<file path="config.mk">
export PLATFORM = sky130hd
export DESIGN_NAME = idiv_int_div_iter_flat
export DESIGN_NICKNAME = d
export VERILOG_FILES = /design/src/rtl/idiv_int_div_iter_if.sv /design/src/rtl/idiv_int_div_iter.sv /design/src/flat_wrapper.sv
export SDC_FILE = /design/constraint.sdc
export NUM_CORES = 1
export LEC_CHECK = 0
export CORE_ASPECT_RATIO = 0.7
export CORE_MARGIN = 2
export CORE_UTILIZATION = 47
export DETAILED_ROUTE_END_ITERATION = 6
export HOLD_SLACK_MARGIN = 0.03
export PLACE_DENSITY = 0.87
export RECOVER_POWER = 50
export SLEW_MARGIN = 25
export SYNTH_ARGS = -nofsm -noshare
export SYNTH_HDL_FRONTEND = slang
export SYNTH_SLANG_ARGS = --single-unit
</file>
<file path="constraint.sdc">
create_clock -name clk -period 3.7 [get_ports clk]
set_clock_uncertainty 0.15 [all_clocks]
set_input_delay 0.555 -clock clk [delete_from_list [all_inputs] [get_ports clk]]
set_output_delay 0.555 -clock clk [all_outputs]
set_load 0.01 [all_outputs]
</file>
<file path="src/rtl/idiv_int_div_iter_if.sv">
// Request/response stream bundle for the iterative 32-bit unsigned divider.
// The divider sits on the slave side and the requester/consumer on the master side.
interface idiv_int_div_iter_if;
  logic        istream_val;
  logic        istream_rdy;
  logic [63:0] istream_msg;
  logic        ostream_val;
  logic        ostream_rdy;
  logic [63:0] ostream_msg;

  modport slave (
    input  istream_val, istream_msg, ostream_rdy,
    output istream_rdy, ostream_val, ostream_msg
  );

  modport master (
    output istream_val, istream_msg, ostream_rdy,
    input  istream_rdy, ostream_val, ostream_msg
  );
endinterface

</file>
<file path="src/rtl/idiv_int_div_iter.sv">
// Iterative 32-bit unsigned restoring divider: one quotient bit per cycle,
// 32 calculation cycles per request, and the response is held until it is consumed.
module idiv_int_div_iter (
  input  logic                 clk,
  input  logic                 reset,
  idiv_int_div_iter_if.slave   bus
);
  localparam int DATA_W = 32;

  typedef enum logic [1:0] {
    IDLE = 2'd0,
    CALC = 2'd1,
    DONE = 2'd2
  } state_t;

  state_t              state_q;
  logic [5:0]          cnt_q;
  logic [DATA_W-1:0]   rem_q, quo_q, dvs_q;
  logic [DATA_W-1:0]   rem_d, quo_d;
  logic                irdy, oval;

  // The quotient register starts out holding the dividend; its MSB feeds the
  // remainder each step while the new quotient bit enters at the LSB.
  function automatic logic [2*DATA_W-1:0] div_step(
    input logic [DATA_W-1:0] rem,
    input logic [DATA_W-1:0] quo,
    input logic [DATA_W-1:0] dvs
  );
    logic signed [DATA_W+1:0] diff;
    diff = $signed({1'b0, rem, quo[DATA_W-1]}) - $signed({2'b00, dvs});
    if (diff[DATA_W+1])
      div_step = {rem[DATA_W-2:0], quo[DATA_W-1], quo[DATA_W-2:0], 1'b0};
    else
      div_step = {diff[DATA_W-1:0], quo[DATA_W-2:0], 1'b1};
  endfunction

  always_comb begin
    {rem_d, quo_d} = div_step(rem_q, quo_q, dvs_q);
  end

  always_ff @(posedge clk) begin
    if (reset) begin
      state_q <= IDLE;
    end else begin
      case (state_q)
        IDLE:    if (bus.istream_val) state_q <= CALC;
        CALC:    if (cnt_q == 6'd31) state_q <= DONE;
        DONE:    if (bus.ostream_rdy) state_q <= IDLE;
        default: state_q <= IDLE;
      endcase
    end
  end

  // Datapath is always reloaded on acceptance, so it carries no reset.
  always_ff @(posedge clk) begin
    case (state_q)
      IDLE: begin
        if (bus.istream_val) begin
          quo_q <= bus.istream_msg[63:32];
          dvs_q <= bus.istream_msg[31:0];
          rem_q <= '0;
          cnt_q <= '0;
        end
      end
      CALC: begin
        rem_q <= rem_d;
        quo_q <= quo_d;
        cnt_q <= cnt_q + 6'd1;
      end
      default: ;
    endcase
  end

  always_comb begin
    case (state_q)
      IDLE:    begin irdy = 1'b1; oval = 1'b0; end
      CALC:    begin irdy = 1'b0; oval = 1'b0; end
      DONE:    begin irdy = 1'b0; oval = 1'b1; end
      default: begin irdy = 1'bx; oval = 1'bx; end
    endcase
  end

  assign bus.istream_rdy = irdy;
  assign bus.ostream_val = oval;
  assign bus.ostream_msg = (state_q == DONE) ? {rem_q, quo_q} : 64'h0;
endmodule

</file>
<file path="src/flat_wrapper.sv">
// flat-port wrapper written by rule: the top's interface ports become plain ports
module idiv_int_div_iter_flat 
  (clk, reset, bus_istream_val, bus_istream_msg, bus_ostream_rdy, bus_istream_rdy, bus_ostream_val, bus_ostream_msg);
  idiv_int_div_iter_if bus_i ();
  input  logic clk;
  input  logic reset;
  input wire logic [$bits(bus_i.istream_val)-1:0] bus_istream_val;
  input wire logic [$bits(bus_i.istream_msg)-1:0] bus_istream_msg;
  input wire logic [$bits(bus_i.ostream_rdy)-1:0] bus_ostream_rdy;
  output wire logic [$bits(bus_i.istream_rdy)-1:0] bus_istream_rdy;
  output wire logic [$bits(bus_i.ostream_val)-1:0] bus_ostream_val;
  output wire logic [$bits(bus_i.ostream_msg)-1:0] bus_ostream_msg;
  assign bus_i.istream_val = bus_istream_val;
  assign bus_i.istream_msg = bus_istream_msg;
  assign bus_i.ostream_rdy = bus_ostream_rdy;
  assign bus_istream_rdy = bus_i.istream_rdy;
  assign bus_ostream_val = bus_i.ostream_val;
  assign bus_ostream_msg = bus_i.ostream_msg;
  idiv_int_div_iter u_core (.clk(clk), .reset(reset), .bus(bus_i));
endmodule
</file>
## Yosys cells after proc, flatten, opt, wreduce, memory -nomap -nowiden

Cells that the tools add are included.

- Register bits after elaboration: 104
- Logic and storage cells: 34

- Add/sub/neg operators: 2
- Equality and inequality tests: 6
- Muxes and demuxes: 14
- Reduce and logical (&&, ||, !) cells: 7

Operators with widths:

| kind | count |
|---|---|
| $mux W64 | 2 |
| $pmux W32 S2 | 2 |
| $mux W32 | 2 |
| $sub A33 B32 Y34 | 1 |
| $pmux W6 S2 | 1 |
| $add A6 B1 Y6 const B | 1 |
| $eq A6 B5 Y1 const B | 1 |
| $mux W2 | 3 |
| $mux W6 | 1 |
| $pmux W2 S3 | 1 |
| $ne A2 B2 Y1 const B | 2 |
| $pmux W1 S2 | 2 |
| $reduce_and A2 Y1 | 2 |
| $reduce_or A2 Y1 | 2 |
| $reduce_and A3 Y1 | 1 |
| $eq A2 B1 Y1 const B | 1 |
| $eq A2 B2 Y1 const B | 1 |
| $logic_not A2 Y1 | 1 |
| $ne A2 B1 Y1 const B | 1 |
| $reduce_bool A2 Y1 | 1 |

## Depth between registers and ports, before layout

Gate-level depths: netlist of the first run.

- Depth after elaboration: 3
- Gate-level depth with buffers: 14
- Depth with buffers taken out: 13

## Worst setup path before layout of the first run

OpenSTA, ideal clock, no wires.

- Kind: input-to-reg
- From: in bus_istream_val
- To: reg u_core.cnt_q[0] (enable)
- Arrival: 2.893 ns
- Data required time: 3.123 ns
- Path slack: 0.230 ns
- Stages on the path: 2
- Path through: and2_1 -> a21o_1

- Cells in the longest elaborated chain, start to end: 2

RTL lines:

| item | RTL line | RTL |
|---|---|---|
| start: declaration | flat_wrapper.sv:7 | `input wire logic [$bits(bus_i.istream_val)-1:0] bus_istream_val;` |
| $ne A2 B2 Y1 (no source line) | - |  |
| $reduce_and A2 Y1 (no source line) | - |  |
| end signal: assignment | idiv_int_div_iter.sv:68 | `cnt_q <= cnt_q + 6'd1;` |
| end: declaration | idiv_int_div_iter.sv:17 | `logic [5:0] cnt_q;` |

Every way passes these cells.
A chain may end at the register's enable or synchronous reset.

## Worst setup path after layout of the first run

- From: reg u_core.rem_q[21]
- To: reg u_core.rem_q[2], data pin

- Cells in the longest elaborated chain, start to end: 3

RTL lines:

| item | RTL line | RTL |
|---|---|---|
| start: declaration | idiv_int_div_iter.sv:18 | `logic [DATA_W-1:0] rem_q, quo_q, dvs_q;` |
| start signal: assignment | idiv_int_div_iter.sv:66 | `rem_q <= rem_d;` |
| $sub A33 B32 Y34 | idiv_int_div_iter.sv:30 | `diff = $signed({1'b0, rem, quo[DATA_W-1]}) - $signed({2'b00, dvs});` |
| $mux W64 | idiv_int_div_iter.sv:31 | `if (diff[DATA_W+1])` |
| $pmux W32 S2 | idiv_int_div_iter.sv:56 | `case (state_q)` |

Every way passes these cells.

==> flow_summary.toml, run 1 <==
[routing]
drtPass1Iterations = 5
totalWireLength_um = 16500
ant_nets = 0
drt_iter0_drc = 501
wl_per_cell_um = 17.4
vias_per_cell = 5.63
drc_errors = 0
vias = 5361

[status]
status = "finished with violations"
failed_checks = "max-capacitance violations, max-slew violations"

[global_route]
grt_start_max_net_pins = 47
track_usage_pct = 21.8
grt_pass1_vias = 5019
antenna_found_initial = 0
grt_overflow = 0
grt_pass1_wl_um = 25600

[timing]
max_freq_mhz = 287
setup_ws_ps = 215
period_needed_ps = 3490
slew_viol_final = 33
setup_viol_count_final = 0
rsz0062_at_grt = "no"
fin_crit_sh_pct = 94.2
tns_ps = 0
slew-limit-headroom_pct = -32.4
worst_pin_slew_ps = 1990
finalHoldViolCount = 0

[die]
die_h_um = 103
dieWidth_um = 145
fp.coreArea_um2 = 13700
die_area_um2 = 14900
ios = 134
rows = 36
initial_core_util_pct = 47.6

[synth]
synth_area_um2 = 6540
synth-async-reset-ratio_pct = 0
synth-edff-count = 102
yosys-top-cells-area = "edfxtp_1, ha_1, and2_1, mux2_2, a21oi_1"
synth_flop_cell = "edfxtp_1"
ys_types = 59
synth_most_common_cell = "edfxtp_1"
yosysTopAreaCell = "edfxtp_1"
ys_ff_latch = 104
avgSynthCellArea_um2 = 10.3
netlist_instances = 635
synth_top_area_share_pct = 46.8
yosysWarnings = 0
ys_top_cells_by_count = "edfxtp_1, and2_1, a21oi_1"
synthesis.nets = 740
ys_seq_area_share_pct = 47.4

[worst_hold_path]
hold_class = "reg -> reg"
worstHoldStart = "u_core.state_q[0]"
min_path_cells = 2
hold_end = "u_core.state_q[0]"

[critical_path]
path_buf_inv = 0
r2r_end = "u_core.rem_q[2]"
cp_max_fo = 10
rr_worst_depth = 10
critPathTopFamily = "compound AO/OA/AOI/OAI gates"
crit_type = "reg -> reg"
crit_chain = "ha_1, a21o_1, a21o_1, a21o_1, a221o_1, or2_1, a21oi_2, o21a_1, nor2_1, a211oi_1"
rrSetupSlack_ps = 210
cp-start-kind = "flop"
cp_common_cell = "a21o_1"
crit_required_ps = 3700
cp-end-kind = "flop"
r2r-start = "u_core.rem_q[21]"
slowest_stage = "o21a_1"
cp.arrival_ps = 3480
cp.depth = 10
max_stage_delay_ps = 430

[clock_tree]
tritoncts = "done"
cts_buffer_depth = 2
clock_sinks = 104
cts_buffers = 9
clkLatencyLatePin_ps = 360
post_cts.repair.setup_buffers = 0
clockRootBuffer = "clkbuf_16"
h-tree-depth = 3
cts.reportedPaths.clkPinSlew_ps = 80

[power]
pwr_density_cell_nw_per_um2 = 509
power_mw = 4.26
leakagePower_nw = 3.18
vdd_drop_max_v = 0.000355

[cells_and_area]
final_nets = 862
num_antenna_cells = 0
fillCellCount = 1132
layoutNonFillerInstCount = 952
drive_gt1_share_pct = 8.40
area_growth_syn_to_layout_pct = 28.0
final_util_pct = 60.9
area.sequential_um2 = 3100
multi_input_comb_area_um2 = 3140

[flow_run]
maxCapViolCount = 1

[placement]
dp_hpwl_um = 11600
pre_cts_slack_ps = 193
dp.cells = 936
port-buffer-count = 133
gp_congestion = 0.922
-- final cells by class --
cell class / instances / area share [%]
Clock buffer: 9 / 2.69
Clock inverter: 7 / 0.747
Inverter: 47 / 2.11
Multi-Input combinational cell: 450 / 37.5
Sequential cell: 104 / 37.1
Tap cell: 190 / 2.84
Timing Repair Buffer: 145 / 17.0
-- sequential cells by signal, summed over array words and instances, names as in the netlist --
signal,flops
u_core.cnt_q,6
u_core.state_q,2
u_core.dvs_q,32
u_core.quo_q,32
u_core.rem_q,32
-- cells by family (layout without fill, tap and decap cells) --
group,after synthesis,in the layout,share of synthesized area [%]
xor+xnor,28,28,3.75
buf+inv,81,208,4.84
mux,32,32,5.49
simple gates,180,180,15.1
fa+ha+maj,37,37,7.19
compound gates,173,173,16.2
flops,104,104,47.4
-- routing by layer --
metal,GRT usage (%),share of wire (%),vias up
met3,5.00,7.4,27
li1,-,-,2561
met1,30.7,46,2526
met4,5.56,1.7,0
met5,0,0,-
met2,34.4,45,247
-- through the flow --
stage	hold WS [ps]	cell area (um^2)
6_report	408	8370
5_1_grt	434	8370
4_1_cts	413	8370
3_5_place_dp	388	8080
3_3_place_gp	369	8080
2_1_floorplan	340	6540
-- cells in the final DEF, fill, tap and decap left out, drive strengths merged, types with 7 or more instances in the layout --
| cell | instances |
|---|---|
| ha | 36 |
| o21ai | 45 |
| xor2 | 12 |
| and2 | 70 |
| clkdlybuf4s50 | 100 |
| buf | 10 |
| o21a | 7 |
| a21oi | 62 |
| edfxtp | 102 |
| clkbuf | 11 |
| nand4 | 7 |
| inv | 49 |
| dlygate4sd3 | 33 |
| a21o | 13 |
| nor2 | 24 |
| nand2 | 19 |
| xnor2 | 16 |
| mux2 | 31 |
| nand3 | 30 |
-- repair_timing --
item	in CTS	in global routing
endpoints found under the setup margin	0	4
gates resized for setup	0	2
hold buffers	0	0
-- worst max-delay path by stage --
stage,from,end,slack (ps)
finish,u_core.rem_q[21],u_core.rem_q[2],210
global route,u_core.rem_q[21],u_core.rem_q[2],40
CTS,u_core.quo_q[31],u_core.rem_q[28],140
detailed placement,u_core.quo_q[31],u_core.rem_q[28],190
global placement,u_core.quo_q[31],u_core.rem_q[30],360
floorplan,bus_istream_val,u_core.cnt_q[0],230
-- where the power goes --
part / switching, mW / internal (mW)
Sequential: 0.121 / 1.56
Combinational: 0.967 / 0.666
Clock: 0.473 / 0.470
-- worst register-to-register path, delay by kind of cell, from the launching register on --
kind,cells,cell delay [ps]
adders and majority gates,1,390
DFF,1,410
AOI/OAI and AO/OA,7,1900
and+or+nand+nor,2,430
Note: power is estimated with default switching activity, not from simulation.
==> run 2: changes to the inputs <==
Settings changed: CORE_MARGIN 2 to unset, SETUP_SLACK_MARGIN set to 0.1.
==> run 2 against run 1 <==
Against the previous run:
- the flow still finishes with violations (max-capacitance violations, max-slew violations)
- via count rose by 1.0%
- critical path depth rose by 3
- global-route usage grew 2.0 points
- hold slack improved by 3.5 ps
==> flow_summary.toml, run 2 (synthesis gave the netlist of run 1 again) <==
[status]
status = "finished with violations"
failed_checks = "max-capacitance violations, max-slew violations"

[power]
leakagePower_nw = 3.18
vdd_drop_max_v = 0.000289
pwr_density_cell_nw_per_um2 = 514

[global_route]
grt_start_max_net_pins = 71
track_usage_pct = 23.8
grt_overflow = 0
grt_pass1_vias = 5165
grt_pass1_wl_um = 26400
antenna_found_initial = 1

[die]
dieWidth_um = 143
ios = 134
die_h_um = 101
initial_core_util_pct = 49.0
fp.coreArea_um2 = 13400
rows = 35
die_area_um2 = 14400

[critical_path]
crit_required_ps = 3770
rrSetupSlack_ps = 290
path_buf_inv = 2
crit_type = "reg -> reg"
cp_max_fo = 5
cp-end-kind = "flop"
r2r_end = "u_core.rem_q[30]"
cp-start-kind = "flop"
cp.arrival_ps = 3480
cp.depth = 13
crit_chain = "inv_1, ha_1, inv_1, fa_1, a21o_1, a311o_1, a21oi_4, nand4_1, nand2_2, a211oi_1, or3_1, a211oi_1, a311o_1"
slowest_stage = "fa_1"
cp-endpoint = "u_core.rem_q[30]"
max_stage_delay_ps = 410
rr_worst_depth = 13
critPathTopFamily = "compound AO/OA/AOI/OAI gates"
critPathLaunch = "u_core.quo_q[31]"
r2r-start = "u_core.quo_q[31]"

[clock_tree]
hold_buffers = 0
cts_buffer_depth = 2
clockRootBuffer = "clkbuf_16"
clock_sinks = 104
tritoncts = "done"
cts_buffers = 9
post_cts.repair.setup_buffers = 0
h-tree-depth = 3
clkLatencyLatePin_ps = 360
post_cts_resized = 0
cts.reportedPaths.clkPinSlew_ps = 80

[routing]
wl_per_cell_um = 17.6
vias = 5417
vias_per_cell = 5.73
drt_iter0_drc = 486
drtPass1Iterations = 5
totalWireLength_um = 16700
ant_nets = 0
drc_errors = 0

[cells_and_area]
multi_input_comb_area_um2 = 3160
final_nets = 861
area_growth_syn_to_layout_pct = 28.0
drive_gt1_share_pct = 8.67
reg_top3 = "u_core.dvs_q x32, u_core.quo_q x32, u_core.rem_q x32"
layout_common_cells = "edfxtp_1, clkdlybuf4s50_1, and2_1, a21oi_1, inv_1"
num_antenna_cells = 0
layoutNonFillerInstCount = 946
final_common_cell = "edfxtp_1"
fillCellCount = 1066
area.sequential_um2 = 3100

[timing]
rsz0062_at_grt = "no"
worst_pin_slew_ps = 2030
whs_ps = 412
tns_ps = 0
slew_viol_final = 33
fin_crit_sh_pct = 92.2
slew-limit-headroom_pct = -35.5
max_freq_mhz = 293
setup_viol_count_final = 0
finalHoldViolCount = 0
period_needed_ps = 3410

[placement]
port-buffer-count = 133
dp_hpwl_um = 11700
dp.cells = 930
gp_congestion = 0.900

[flow_run]
maxCapViolCount = 1

[worst_hold_path]
hold_class = "reg -> reg"
-- run 2: how the worst min path moves through the flow --
stage	from	endpoint	slack [ps]	depth (start not counted)
finish	u_core.state_q[0]	u_core.state_q[0]	410	2
global route	u_core.state_q[0]	u_core.state_q[0]	440	2
CTS	u_core.state_q[0]	u_core.state_q[0]	420	2
detailed placement	u_core.state_q[0]	u_core.state_q[0]	400	2
global placement	u_core.state_q[0]	u_core.state_q[0]	360	2
floorplan	u_core.state_q[0]	u_core.state_q[0]	340	2
-- run 2: metrics by stage --
step | instance area (um^2) | setup slack [ps] | power (mW) | utilization (%)
detailed placement | 8070 | 138 | 3.29 | 60.4
CTS | 8370 | 141 | 4.28 | 62.7
global route | 8380 | 96.8 | 4.54 | 62.7
global placement | 8070 | 333 | 3.25 | 60.4
floorplan | 6540 | 230 | 2.84 | -
finish | 8380 | 287 | 4.30 | 62.7
-- run 2: power breakdown --
part | total (mW) | switching (mW) | internal, mW
Clock | 0.985 | 0.453 | 0.532
Combinational | 1.63 | 0.967 | 0.662
Sequential | 1.69 | 0.128 | 1.56
Total | 4.30 | 1.55 | 2.76
-- run 2: cell type report --
type                       instances  share of cell area, %
multi-input combinational        450                   37.7
sequential                       104                   37.0
timing repair buffer             144                   16.8
clock buffer                      11                   2.78
tap                              185                   2.76
inverter                          47                   2.11
clock inverter                     5                  0.762
-- run 2: worst min-delay path, delay by kind of cell (launching register included) --
| family | cells | cell delay [ps] |
|---|---|---|
| mux | 1 | 90 |
| flops | 1 | 360 |
| simple gates | 1 | 80 |
-- run 2: metal layers --
layer  share of wire [%]  vias up  track usage, %
met5               0.072        -               0
met4                 1.4        2            7.11
met3                 6.5       27            5.56
met2                  45      217            36.1
met1                  47     2602            33.8
li1                    -     2569               -
==> run 3: changes to the inputs <==
Settings changed: CORE_UTILIZATION 47 to 45, PLACE_DENSITY 0.87 to 0.84.
==> run 3 against run 2 <==
Against the previous run:
- the run still ends with max-capacitance violations, max-slew violations left
- global-route usage fell by 2.4 points
- wire length is 3.2% lower
- first-iteration DRC count down 1.6%
- design area is 0.16% higher
- non-clock buffer count stayed put
- cell count grew 0.53%
- fmax decreased by 0.91%
- largest power group unchanged
==> flow_summary.toml, run 3 (synthesis gave the netlist of run 1 again) <==
[status]
status = "finished with violations"
failed_checks = "max-capacitance violations, max-slew violations"

[placement]
port-buffer-count = 133
dp_hpwl_um = 11200
place_area_um2 = 8080
gp_congestion = 0.894

[global_route]
grt_start_max_net_pins = 63
track_usage_pct = 21.4
antenna_found_initial = 0
grt_overflow = 0
grt_pass1_wl_um = 25100
grt_pass1_vias = 4837

[cells_and_area]
layout_common_cells = "edfxtp_1, clkdlybuf4s50_1, and2_1, a21oi_1, inv_1"
final_nets = 861
finalInstanceArea_um2 = 8390
final_common_cell = "edfxtp_1"
final_util_pct = 59.7
drive_gt1_share_pct = 8.41
num_antenna_cells = 0
reg_top3 = "u_core.dvs_q x32, u_core.quo_q x32, u_core.rem_q x32"
area_growth_syn_to_layout_pct = 28.2

[routing]
wl_per_cell_um = 17.0
vias = 5328
ant_nets = 0
drc_errors = 0
drtPass1Iterations = 5
drt_iter0_drc = 478
vias_per_cell = 5.60
totalWireLength_um = 16100

[timing]
setup_viol_count_final = 0
finalHoldViolCount = 0
worst_pin_slew_ps = 1920
rsz0062_at_grt = "no"
max_freq_mhz = 290
period_needed_ps = 3440
fin_crit_sh_pct = 93.1
slew_viol_final = 96
tns_ps = 0
slew-limit-headroom_pct = -28.0

[clock_tree]
h-tree-depth = 3
cts_buffer_depth = 2
post_cts.repair.setup_buffers = 0
clkLatencyLatePin_ps = 350
cts_buffers = 9
hold_buffers = 0
clockRootBuffer = "clkbuf_16"
clock_sinks = 104
tritoncts = "done"
post_cts_resized = 0
cts.reportedPaths.clkPinSlew_ps = 70

[power]
power_mw = 4.35
combinationalPowerShare_pct = 36.9
seqPwrFrac_pct = 38.8
switching_share_pct = 34.8
pwr_density_cell_nw_per_um2 = 518
p_sw_mw = 1.51
vdd_drop_max_v = 0.000267
leakagePower_nw = 3.20
p_int_mw = 2.83
pwr-share-clk_pct = 24.3

[worst_hold_path]
hold_class = "reg -> reg"

[critical_path]
crit_required_ps = 3770
cp-start-kind = "flop"
cp_max_fo = 5
cp.arrival_ps = 3520
cp-end-kind = "flop"
crit_type = "reg -> reg"

[die]
rows = 36
fp.coreArea_um2 = 14100
ios = 134
dieWidth_um = 146
die_area_um2 = 15000
initial_core_util_pct = 46.6
die_h_um = 103

[flow_run]
maxCapViolCount = 2
-- run 3: worst paths after layout --
check / startpoint / end / slack, ps / depth (start not counted)
max: u_core.quo_q[31] / u_core.rem_q[30] / 260 / 13
min: u_core.state_q[0] / u_core.state_q[0] / 390 / 2
max reg2reg: u_core.quo_q[31] / u_core.rem_q[30] / 260 / 13
min reg2reg: u_core.state_q[0] / u_core.state_q[0] / 390 / 2
-- run 3: routing by layer --
| metal | part of all wire (%) | track usage, % | vias to the layer above |
|---|---|---|---|
| li1 | - | - | 2553 |
| met1 | 49 | 31.8 | 2531 |
| met2 | 43 | 32.3 | 228 |
| met3 | 7.1 | 4.07 | 16 |
| met4 | 0.87 | 5.05 | 0 |
| met5 | 0 | 0 | - |
-- run 3: cell type report --
class                           count  area (um^2)
Fill cell                        1189         5660
Multi-Input combinational cell    450         3130
Sequential cell                   104         3100
Timing Repair Buffer              144         1410
Clock buffer                       10          239
Tap cell                          190          238
Inverter                           47          176
Clock inverter                      6         91.3
-- run 3: worst max-delay path, stage by stage (launching register included) --
cell      delay (ps)
edfxtp_1         400
inv_1            100
ha_1             160
inv_1             50
fa_1             400
a21o_1           220
a311o_1          370
a21oi_2          280
nand4_1          180
nand2_1          140
a211oi_1          90
or3_1            390
a211oi_1         220
a311o_1          160
-- run 3: stage by stage --
step / hold slack, ps / cells / worst slack (ps)
final: 393 / 951 / 256
after floorplan: 340 / 635 / 230
after CTS: 405 / 951 / 157
after global placement: 383 / 935 / 331
after global routing: 431 / 951 / 111
after detailed placement: 388 / 935 / 219
-- run 3: power by group through the flow --
stage,sequential [mW],clock [mW],combinational (mW)
floorplan,1.65,0,1.19
global placement,1.69,0,1.55
detailed placement,1.70,0,1.57
CTS,1.67,1.07,1.60
global route,1.70,1.12,1.76
finish,1.69,1.06,1.60
